## src/rtl/pri_codec_pkg.sv

```systemverilog
// Shared code definitions for the priority encoder / decoder tile pair.
package pri_codec_pkg;

    localparam logic [7:0] CODE_NONE = 8'hF0;
    localparam logic [7:0] CMD_ACCUM = 8'hA0;
    localparam logic [7:0] CMD_PULSE = 8'hA1;
    localparam logic [7:0] CMD_CLEAR = 8'hC0;

    typedef enum logic [1:0] {
        P_IDLE   = 2'd0,
        P_ACTIVE = 2'd1,
        ACCUM    = 2'd2
    } dec_state_t;

    // True when the code carries a winning index (0x00-0x0F).
    function automatic logic is_index(input logic [7:0] code);
        return (code[7:4] == 4'h0);
    endfunction

endpackage

```

## src/rtl/pri_sync2.sv

```systemverilog
// Two-flop synchronizer with asynchronous reset to a chosen value.
module pri_sync2 #(
    parameter int         W       = 8,
    parameter logic [W-1:0] RST_VAL = '0
) (
    input  logic         clk,
    input  logic         rst_n,
    input  logic [W-1:0] d,
    output logic [W-1:0] q
);

    logic [W-1:0] s1;

    // Two register stages; both start at RST_VAL so reset produces no edge downstream.
    always_ff @(posedge clk or negedge rst_n) begin
        if (!rst_n) begin
            s1 <= RST_VAL;
            q  <= RST_VAL;
        end else begin
            s1 <= d;
            q  <= s1;
        end
    end

endmodule

```

## src/rtl/tt_um_priority_decoder.sv

```systemverilog
// Receive-side priority decoder: turns edge events on the encoder code stream
// into a registered 16-bit one-hot pulse or accumulated request mask.
//
// Interface note: there is no handshake. ui_in is sampled every cycle through a
// 2-FF synchronizer; an event is any change of the synchronized code, and the
// mask output is valid every cycle straight from its register.
module tt_um_priority_decoder
    import pri_codec_pkg::*;
#(
    parameter int HOLD_CYCLES = 4,
    parameter int CNT_W       = 3
) (
    input  logic       clk,
    input  logic       rst_n,
    input  logic       ena,
    input  logic [7:0] ui_in,
    input  logic [7:0] uio_in,
    output logic [7:0] uo_out,
    output logic [7:0] uio_out,
    output logic [7:0] uio_oe
);

    localparam logic [CNT_W-1:0] CNT_RELOAD = CNT_W'(HOLD_CYCLES - 1);

    logic [7:0]       s2;
    logic [7:0]       code_prev;
    logic             code_event;
    logic [15:0]      onehot;
    dec_state_t       state, next_state;
    logic [CNT_W-1:0] cnt, next_cnt;
    logic [15:0]      mask, next_mask;

    // Observation point for checkers bound to the FSM.
    dec_state_t       dbg_state;
    assign dbg_state = state;

    logic unused_inputs;
    assign unused_inputs = &{1'b0, ena, uio_in};

    pri_sync2 #(.W(8), .RST_VAL(CODE_NONE)) u_sync (
        .clk   (clk),
        .rst_n (rst_n),
        .d     (ui_in),
        .q     (s2)
    );

    assign code_event = (s2 != code_prev);
    assign onehot     = 16'(1) << s2[3:0];

    // Previous synchronized code, for edge detection.
    always_ff @(posedge clk or negedge rst_n) begin
        if (!rst_n) code_prev <= CODE_NONE;
        else        code_prev <= s2;
    end

    // Next-state, counter and mask decode; commands override the per-state action.
    always_comb begin
        next_state = state;
        next_cnt   = cnt;
        next_mask  = mask;
        case (state)
            P_IDLE: begin
                if (code_event && is_index(s2)) begin
                    next_mask  = onehot;
                    next_cnt   = CNT_RELOAD;
                    next_state = P_ACTIVE;
                end
            end
            P_ACTIVE: begin
                if (code_event && is_index(s2)) begin
                    next_mask = onehot;
                    next_cnt  = CNT_RELOAD;
                end else if (cnt != '0) begin
                    next_cnt = cnt - 1'b1;
                end else begin
                    next_mask  = '0;
                    next_state = P_IDLE;
                end
            end
            ACCUM: begin
                if (code_event && is_index(s2)) next_mask = mask | onehot;
            end
            default: begin
                next_state = P_IDLE;
                next_mask  = '0;
                next_cnt   = '0;
            end
        endcase
        if (code_event) begin
            case (s2)
                CMD_CLEAR: begin
                    next_mask  = '0;
                    next_cnt   = '0;
                    next_state = (state == ACCUM) ? ACCUM : P_IDLE;
                end
                CMD_ACCUM: begin
                    next_mask  = '0;
                    next_cnt   = '0;
                    next_state = ACCUM;
                end
                CMD_PULSE: begin
                    next_mask  = '0;
                    next_cnt   = '0;
                    next_state = P_IDLE;
                end
                default: ;
            endcase
        end
    end

    // State, counter and mask registers.
    always_ff @(posedge clk or negedge rst_n) begin
        if (!rst_n) begin
            state <= P_IDLE;
            cnt   <= '0;
            mask  <= '0;
        end else begin
            state <= next_state;
            cnt   <= next_cnt;
            mask  <= next_mask;
        end
    end

    assign uo_out  = mask[15:8];
    assign uio_out = mask[7:0];
    assign uio_oe  = 8'hFF;

endmodule

```

## config.mk

```make
export PLATFORM = sky130hd
export DESIGN_NAME = tt_um_priority_decoder
export DESIGN_NICKNAME = d
export VERILOG_FILES = /design/src/rtl/pri_codec_pkg.sv /design/src/rtl/pri_sync2.sv /design/src/rtl/tt_um_priority_decoder.sv
export SDC_FILE = /design/constraint.sdc
export NUM_CORES = 1
export LEC_CHECK = 0
export BUFFER_PORTS_ARGS = -buffer_cell sky130_fd_sc_hd__buf_4
export CORE_MARGIN = 2
export CORE_UTILIZATION = 53
export DETAILED_ROUTE_END_ITERATION = 16
export PLACE_DENSITY = 0.79
export SLEW_MARGIN = 10
export SYNTH_ARGS = -nofsm -noshare
export SYNTH_HDL_FRONTEND = slang
export SYNTH_SLANG_ARGS = --single-unit
```

## constraint.sdc

```tcl
create_clock -name clk -period 2.2 [get_ports clk]
set_input_delay 0.11 -clock clk [delete_from_list [all_inputs] [get_ports clk]]
set_output_delay 0.11 -clock clk [all_outputs]
set_load 0.02 [all_outputs]
```

After elaboration in Yosys (flattened, before gate mapping)
Index checks and enable logic that the tools add are counted.
{"block": "classes", "muxes": 20, "n_addsub": 1, "n_shift": 1, "n_eq_ne": 6, "reduce_logical": 5, "bitwise_logic": 1}
{"operator": "16-bit 2-to-1 mux", "count": 6}
{"operator": "16-bit case mux with 3 select lines", "count": 1}
{"operator": "8-bit equality test (second input constant)", "count": 3}
{"operator": "16-bit OR", "count": 1}
{"operator": "1-bit by 4-bit left shift with 16-bit output (first input constant)", "count": 1}
{"operator": "3-bit 2-to-1 mux", "count": 5}
{"operator": "2-bit case mux with 3 select lines", "count": 2}
{"operator": "2-bit 2-to-1 mux", "count": 5}
{"operator": "3-bit case mux with 3 select lines", "count": 1}
{"operator": "8-bit != test", "count": 1}
{"operator": "4-bit zero test", "count": 1}
{"operator": "3-bit nonzero test", "count": 1}
{"operator": "3-bit OR reduction", "count": 1}
{"operator": "3-bit by 1-bit subtractor with 3-bit output (second input constant)", "count": 1}
{"operator": "2-bit by 1-bit equality test with 1-bit output (second input constant)", "count": 1}
{"operator": "2-bit equality test (second input constant)", "count": 1}
{"operator": "2-bit zero test", "count": 1}
{"operator": "1-bit logical AND", "count": 1}
{"block": "word_totals", "reg_bits": 45, "wordCells": 40, "output_inout_bits": 24}

Longest topological paths before layout
Gate-level depths: netlist (run 1).
{"block": "logic_depth", "ltp_word": 6, "mapped_depth": 7}

Modules after synthesis
A second synthesis (run 1) with hierarchy kept.
{"block": "unflattened", "cells_unflattened": 179, "area_unflattened_um2": 2019.4}
{"module": "tt_um_priority_decoder", "seq_area_each_um2": 730.7, "n_inst": 1, "cells_per_inst": 163, "area_each_um2": 1609.0}
{"module": "pri_sync2", "seq_area_each_um2": 410.4, "n_inst": 1, "cells_per_inst": 16, "area_each_um2": 410.4}

Worst setup path after synthesis (run 1)
No wires, ideal clock.
{"block": "synth_path", "kind": "reg2reg", "from": "reg u_sync.q[7]", "to": "reg mask[4]", "t_arrival_ns": 1.710, "required_time_ns": 2.074, "setup_slack_ns": 0.364, "path_stages_with_launch": 7, "n_path_buf": 1, "synth_period_minus_slack_ns": 1.836, "setup_ns": 0.126, "cell_sequence": "dfstp_2 or4b_1 a211oi_1 o21ai_2 o211ai_2 buf_6 a21oi_2"}
{"block": "synth_between", "elab_chain_len": 6, "word_cells_on_any_way": 13}
{"element": "from (decl)", "line_no": "pri_sync2.sv:9", "rtl": "output logic [W-1:0] q"}
{"element": "from (signal assigned)", "line_no": "pri_sync2.sv:18", "rtl": "q <= RST_VAL;"}
{"element": "from (signal assigned)", "line_no": "pri_sync2.sv:21", "rtl": "q <= s1;"}
{"element": "8-bit != test / 4-bit zero test (equally long branches)", "line_no": "tt_um_priority_decoder.sv:47, pri_codec_pkg.sv:17"}
{"element": "1-bit logical AND", "line_no": "tt_um_priority_decoder.sv:63, tt_um_priority_decoder.sv:70, tt_um_priority_decoder.sv:81"}
{"element": "16-bit 2-to-1 mux (on tied branches)", "line_no": "tt_um_priority_decoder.sv:81, tt_um_priority_decoder.sv:63, tt_um_priority_decoder.sv:70"}
{"element": "16-bit case mux with 3 select lines", "line_no": "tt_um_priority_decoder.sv:61", "rtl": "case (state)"}
{"element": "16-bit 2-to-1 mux", "line_no": "tt_um_priority_decoder.sv:90", "rtl": "case (s2)"}
{"element": "16-bit 2-to-1 mux *", "line_no": "tt_um_priority_decoder.sv:89", "rtl": "if (code_event) begin"}
{"element": "via next_mask[4]", "line_no": "tt_um_priority_decoder.sv:31", "rtl": "logic [15:0] mask, next_mask;"}
{"element": "to (signal assigned)", "line_no": "tt_um_priority_decoder.sv:120", "rtl": "mask <= next_mask;"}
{"element": "to (decl)", "line_no": "tt_um_priority_decoder.sv:31"}
Mark *: on every way through the listed nets, which the timed path passes. The rest lies on a longest branch.

Final worst setup path (run 1)
{"block": "layout_path", "from": "reg u_sync.q[6]", "to": "reg mask[0]"}
Same word-level chain as after synthesis.

==> reports/summary.md, run 1 <==
- 1,457 — via total after detailed routing
- flip-flop — startpoint class of the critical path
- 6 — Crit Path Max Fanout
- 2.42 ns — required time worst endpoint
- in -> async — Hold/Removal Path Class
- 275 — FILL cells
- 5.65 — number of vias per cell
- 43 — count of different cell masters after synthesis
- 0 — grt ovf
- 0.536 ns — slew at the pin closest to its max-slew limit
- 1980 µm² — Post-Syn Area
- 25 — count of input and output buffers
- 0 — endpoints failing setup
- 0 — DRC violation count after routing
- 1,441 — via count of the first global-routing pass
- 0 — Final Hold Vio Count
- 11.7 µm² — post-synthesis average cell area
- 2.04 ns — minimum clock period
- 0.793 — routability cong.
- 490 MHz — Fmax achieved
- 241 — Cell Count Post-Placement
- 124 — number of violations reported at the end of detailed-routing iteration 0
- finished, final reports clean — result of the run
- 0.209 — part of the total power dissipated in combinational logic
- 0 — number of warnings issued by yosys
- 0 — number of antenna diodes
- 65.2 µm — height of the die
- 0.287 — fraction of power spent switching nets
- 22.1% — area grow syn2layout
- 4250 µm² — die area
- 2590 µm — sum of net half-perimeters after detailed placement
- 0.928 — Final Cycle Share
- sky130_fd_sc_hd__dfrtp_1, sky130_fd_sc_hd__buf_4, sky130_fd_sc_hd__o21ai_0, sky130_fd_sc_hd__dfstp_2, sky130_fd_sc_hd__a21oi_2 — highest-count cells in the layout ignoring fill and taps
- 0.575 — portion of the post-synthesis area used by sequential elements
- met2 — GR peak layer
- 0.642 — relative max-transition margin
- 3670 µm — Final Routed Wirelength
- sky130_fd_sc_hd__dfrtp_1 — leading cell type in the layout, fill and taps excluded
- 2 — H-tree depth
- 583 µW — switching power of the nets
- 0 ns — final sum of negative setup slack
- 0 — max-cap check violation count
- 46 — largest net degree at the start of global routing
- 0.489 — portion of total power attributed to sequential cells
- 0.192 — Tot GR Track Use
- 45 — Synth Register Bits
- 0 — initial antenna violation count
- 0.546 — effective utilization at floorplan
- 5 — Num CTS Buffers
- 6290 µm — global-route wire length before repair
- 1.00 — Synth async-reset ratio
- 1.03 nW — Leakage Power
- 0.00403 ns — worst clock skew on the final layout
- 0.343 — fraction of final layout cells sized beyond drive strength 1
- 0.246 — met1 demand-to-capacity share in global routing
- 170 — gate count after technology mapping
- 2 — number of buffers on the longest clock path
- 45 — total clock sinks
- 258 — number of standard cells in the final layout excluding fillers
- flip-flop — type of destination of the critical path
- 230 — Nets
- 43 — number of I/O pins
- 0 — number of nets with antenna violations after detailed routing
- reg -> reg — class of the most critical setup path
- done — clock tree from TritonCTS
- 1.45 mW — internal power contribution
- 839 nW/µm² — power density of the placed cells
- no — setup repair after global routing missed its margin
- 14.2 µm — drt wl/cell
- 0 — Post-synth EDFFs
- 0.324 — Global Route met2 Usage
- 22 — number of core rows
- 65.2 µm — horizontal die dimension
- 0 — setup fix buffers added after clock tree synthesis
- 0.302 — power share of the clock group
- 0.08 ns — clock transition at the registers of the reported paths
- 0.29 ns — latest clock arrival within the worst-skew pair
- 3630 µm² — Floorplan Core Area
- 0.000690 V — Worst VDD drop
- 0 — max-slew violation count
- sky130_fd_sc_hd__clkbuf_8 — root buffer selected by CTS
- sky130_fd_sc_hd__dfrtp_1 — ys flop type
- 2.26 ns — data arrival time of the critical path
- 4 — 1st-pass router iterations
- 0.0531 — Global Route met3 Usage
-- logic make-up (layout without fill, tap and decap cells) --
group | after synthesis | count (layout) | synth area share
buf+inv | 18 | 51 | 0.0549
other cells | 1 | 8 | 0.00189
fa+ha+maj | 2 | 2 | 0.0126
xor+xnor | 7 | 7 | 0.0309
flops | 45 | 45 | 0.575
simple gates | 49 | 49 | 0.156
compound gates | 48 | 48 | 0.168
-- critical path, cell delays in order (launching register included) --
cell and delay, ns:
sky130_fd_sc_hd__dfstp_2 0.57, sky130_fd_sc_hd__xor2_1 0.25, sky130_fd_sc_hd__nor4_2 0.11, sky130_fd_sc_hd__a211o_1 0.36, sky130_fd_sc_hd__or4b_1 0.53, sky130_fd_sc_hd__a31oi_1 0.14
-- final cells by class --
class                      count  area, µm²  area share
clock buffer                   5       68.8      0.0284
clock inverter                 3       46.3      0.0191
inverter                       2       7.51     0.00310
multi-input combinational    114        768       0.317
sequential                    45       1140       0.471
tap                           48       60.1      0.0248
timing repair buffer          41        330       0.136
-- per-stage QoR --
step	setup WS [ns]	util	total power, mW	cell area [µm²]	hold slack, ns
after global placement	0.152	0.608	1.38	2210	0.119
after detailed placement	0.0491	0.608	1.41	2210	0.134
final	0.158	0.667	2.03	2420	0.343
after floorplan	0.364	-	1.29	2010	-0.186
after global routing	0.0448	0.667	2.14	2420	0.363
after CTS	0.0241	0.664	2.04	2410	0.357
-- power by group through the flow --
stage               Combinational (mW)  Clock (mW)  Sequential (mW)
floorplan                        0.272           0             1.02
global placement                 0.381           0             1.00
detailed placement               0.407           0             1.01
CTS                              0.421       0.627            0.991
global route                     0.469       0.663             1.00
finish                           0.425       0.615            0.994
-- registers in the layout, indices dropped and copies added (netlist names) --
name,count
cnt,3
code_prev,8
dbg_state,2
mask,16
u_sync.q,8
u_sync.s1,8
-- repair_timing --
action / CTS / global route
gates resized for setup: 0 / 1
endpoints found under the hold margin: 41 / 0
hold buffers: 9 / 0
endpoints found under the setup margin: 0 / 12
-- synthesized netlist by cell type, types with 2 or more instances --
master / number / share of area
sky130_fd_sc_hd__nand2_1: 9 / 0.017
sky130_fd_sc_hd__buf_4: 8 / 0.030
sky130_fd_sc_hd__a31oi_1: 2 / 0.0063
sky130_fd_sc_hd__dfstp_2: 12 / 0.16
sky130_fd_sc_hd__nor2_1: 3 / 0.0057
sky130_fd_sc_hd__o211ai_1: 3 / 0.011
sky130_fd_sc_hd__a21oi_2: 10 / 0.044
sky130_fd_sc_hd__a211o_1: 2 / 0.0088
sky130_fd_sc_hd__clkbuf_1: 4 / 0.0076
sky130_fd_sc_hd__dfrtp_1: 33 / 0.42
sky130_fd_sc_hd__and2b_2: 2 / 0.0088
sky130_fd_sc_hd__a211oi_1: 2 / 0.0076
sky130_fd_sc_hd__inv_1: 2 / 0.0038
sky130_fd_sc_hd__nand4_1: 5 / 0.016
sky130_fd_sc_hd__nor2b_1: 4 / 0.013
sky130_fd_sc_hd__nand2b_1: 2 / 0.0063
sky130_fd_sc_hd__nor4_1: 2 / 0.0063
sky130_fd_sc_hd__xor2_1: 7 / 0.031
sky130_fd_sc_hd__ha_1: 2 / 0.013
sky130_fd_sc_hd__nand4b_1: 2 / 0.0088
sky130_fd_sc_hd__o21ai_0: 15 / 0.038
sky130_fd_sc_hd__buf_2: 3 / 0.0076
sky130_fd_sc_hd__a21oi_1: 6 / 0.015
sky130_fd_sc_hd__or4b_1: 3 / 0.015
sky130_fd_sc_hd__nand3_1: 9 / 0.023
-- metal layers --
metal	share of wire	wire length (µm)
met5	0	0
met4	0.0090	33
met3	0.050	184
met2	0.51	1860
met1	0.43	1600
-- path summary, 6_finish.rpt --
path / to / slack, ns / cells past startpoint / from
max: mask[0]$_DFF_PN0_ / 0.16 / 5 / u_sync.q[6]$_DFF_PN1_
min: cnt[1]$_DFF_PN0_ / 0.34 / 2 / rst_n
max reg2reg: mask[0]$_DFF_PN0_ / 0.16 / 5 / u_sync.q[6]$_DFF_PN1_
min reg2reg: u_sync.q[3]$_DFF_PN0_ / 0.35 / 0 / u_sync.s1[3]$_DFF_PN0_
max in group asynchronous: u_sync.q[7]$_DFF_PN1_ / 1.48 / 2 / rst_n
min in group clk: u_sync.q[3]$_DFF_PN0_ / 0.35 / 0 / u_sync.s1[3]$_DFF_PN0_
No activity file was read; power rests on OpenSTA's default activity.
==> inputs of run 2 (changes only) <==
- CTS_CLUSTER_SIZE: not set -> 24
- SETUP_SLACK_MARGIN: not set -> 0.5
==> run 2 against run 1 <==
Final cell count is 1.9% higher; first-iteration DRC count grew 4.0%; utilization rose by 5.0 points; critical path type unchanged; largest cell class unchanged.
==> reports/summary.md, run 2 (synthesized netlist as in run 1, its figures left out) <==
- 0 — initial antenna violation count
- sky130_fd_sc_hd__buf_4, sky130_fd_sc_hd__dfrtp_1, sky130_fd_sc_hd__a21oi_2, sky130_fd_sc_hd__o21ai_0, sky130_fd_sc_hd__dfstp_2 — highest-count cells in the layout ignoring fill and taps
- sky130_fd_sc_hd__clkbuf_8 — root buffer selected by CTS
- 4 — 1st-pass router iterations
- 0.774 — routability cong.
- 0.09 ns — clock transition at the registers of the reported paths
- 0 — max-slew violation count
- 0 — endpoints failing setup
- 4250 µm² — die area
- 0 — max-cap check violation count
- 0.29 ns — latest clock arrival within the worst-skew pair
- 65.2 µm — height of the die
- 65.2 µm — horizontal die dimension
- 22 — number of core rows
- 2.41 ns — required time worst endpoint
- 0 — grt ovf
- 0.118 ns — worst slack at placement
- 16 — max FFs per register
- 1,477 — via total after detailed routing
- mask — largest register by flop count
- 3630 µm² — Floorplan Core Area
- 46 — largest net degree at the start of global routing
- 43 — number of I/O pins
- 0.000438 V — Worst VDD drop
- 25 — count of input and output buffers
- flip-flop — startpoint class of the critical path
- 0 — Final Hold Vio Count
- 45 — total clock sinks
- 2.19 ns — data arrival time of the critical path
- 0.423 — fraction of final layout cells sized beyond drive strength 1
- 2680 µm — sum of net half-perimeters after detailed placement
- yes — setup repair after global routing missed its margin
- 129 — number of violations reported at the end of detailed-routing iteration 0
- sky130_fd_sc_hd__buf_4 — leading cell type in the layout, fill and taps excluded
- 793 nW/µm² — power density of the placed cells
- 1,501 — via count of the first global-routing pass
- 5 — Num CTS Buffers
- 0.647 — relative max-transition margin
- 2 — H-tree depth
- 0 — number of antenna diodes
- 507 MHz — Fmax achieved
- 5 — Crit Path Max Fanout
- reg -> reg — class of the most critical setup path
- flip-flop — type of destination of the critical path
- in -> async — Hold/Removal Path Class
- 4130 µm — Final Routed Wirelength
- 6930 µm — global-route wire length before repair
- 0.896 — Final Cycle Share
- mask[12]$_DFF_PN0_ — capture point of the worst reg-to-reg path
- done — clock tree from TritonCTS
- 0.23 ns — R2R Setup Slk
- 0.0110 ns — worst clock skew on the final layout
- 0.228 ns — slack of the critical path
- finished, final reports clean — result of the run
- 15.7 µm — drt wl/cell
- 0 ns — final sum of negative setup slack
- 0.336 ns — minimum hold slack
- 0 — DRC violation count after routing
- u_sync.q[6]$_DFF_PN1_ — Crit Reg-Reg Startpoint
- 0.546 — effective utilization at floorplan
- 0 — number of nets with antenna violations after detailed routing
- 31.3% — area grow syn2layout
- 1.97 ns — minimum clock period
- 0.529 ns — slew at the pin closest to its max-slew limit
- 235 — Nets
- 1.08 nW — Leakage Power
- 2 — number of buffers on the longest clock path
- 5.62 — number of vias per cell
- 5 — cell depth of the worst flop-to-flop path
- 0.216 — Tot GR Track Use
run 2: cell count changes in the layout (fill, tap and decap cells not counted), sizes merged:
cell	delta
buf	+4
clkbuf	+1
o211ai	+1
clkinvlp	-1
run 2: metrics by stage:
step / total power [mW] / utilization / cell area (µm²) / std cells
final: 2.07 / 0.717 / 2600 / 263
after detailed placement: 1.42 / 0.622 / 2260 / 241
after global placement: 1.39 / 0.622 / 2260 / 241
after CTS: 2.04 / 0.694 / 2520 / 262
after floorplan: 1.30 / - / 2060 / 177
after global routing: 2.18 / 0.717 / 2600 / 263
run 2: report_power, final:
| group | internal (mW) | switching [mW] |
|---|---|---|
| Sequential | 0.922 | 0.0774 |
| Combinational | 0.215 | 0.261 |
| Clock | 0.337 | 0.253 |
| Total | 1.47 | 0.592 |
run 2: layout make-up:
cell class / instances / area [µm²]
Clock buffer: 6 / 72.6
Multi-Input combinational cell: 115 / 920
Timing Repair Buffer: 45 / 368
Clock inverter: 2 / 35.0
Sequential cell: 45 / 1140
Inverter: 2 / 7.51
Fill cell: 264 / 1030
Tap cell: 48 / 60.1
run 2: critical path, stage by stage (launching register included):
cell                      delay, ns
sky130_fd_sc_hd__dfstp_2       0.39
sky130_fd_sc_hd__buf_4         0.14
sky130_fd_sc_hd__or3_4         0.37
sky130_fd_sc_hd__a211o_4       0.35
sky130_fd_sc_hd__or4b_1        0.50
sky130_fd_sc_hd__a21oi_2       0.15
run 2: worst max-delay path by stage:
| stage | startpoint | to | slack [ns] | cells past startpoint |
|---|---|---|---|---|
| 6_report | u_sync.q[6]$_DFF_PN1_ | mask[12]$_DFF_PN0_ | 0.23 | 5 |
| 5_1_grt | u_sync.q[6]$_DFF_PN1_ | mask[11]$_DFF_PN0_ | 0.18 | 5 |
| 4_1_cts | u_sync.q[5]$_DFF_PN1_ | mask[12]$_DFF_PN0_ | 0.25 | 5 |
| 3_5_place_dp | u_sync.q[2]$_DFF_PN0_ | mask[2]$_DFF_PN0_ | 0.12 | 5 |
| 3_3_place_gp | u_sync.q[7]$_DFF_PN1_ | mask[2]$_DFF_PN0_ | 0.22 | 5 |
| 2_1_floorplan | u_sync.q[6]$_DFF_PN1_ | mask[0]$_DFF_PN0_ | 0.42 | 5 |
run 2: repair_timing:
| action | 4_1_cts | 5_1_grt |
|---|---|---|
| pin swaps | 8 | 1 |
| cloned | 1 | 0 |
| buffers inserted | 3 | 1 |
| setup endpoints to repair | 21 | 21 |
| resized for setup | 5 | 13 |
| hold endpoints to repair | 41 | 0 |
| hold buffers | 9 | 0 |
run 2: layer usage:
layer  up-vias  GRT usage  wire [µm]
met1       739      0.268       1680
li1        682          -          -
met4         0     0.0781         61
met2        46      0.375       2200
met5         -          0          0
met3        10     0.0428        188
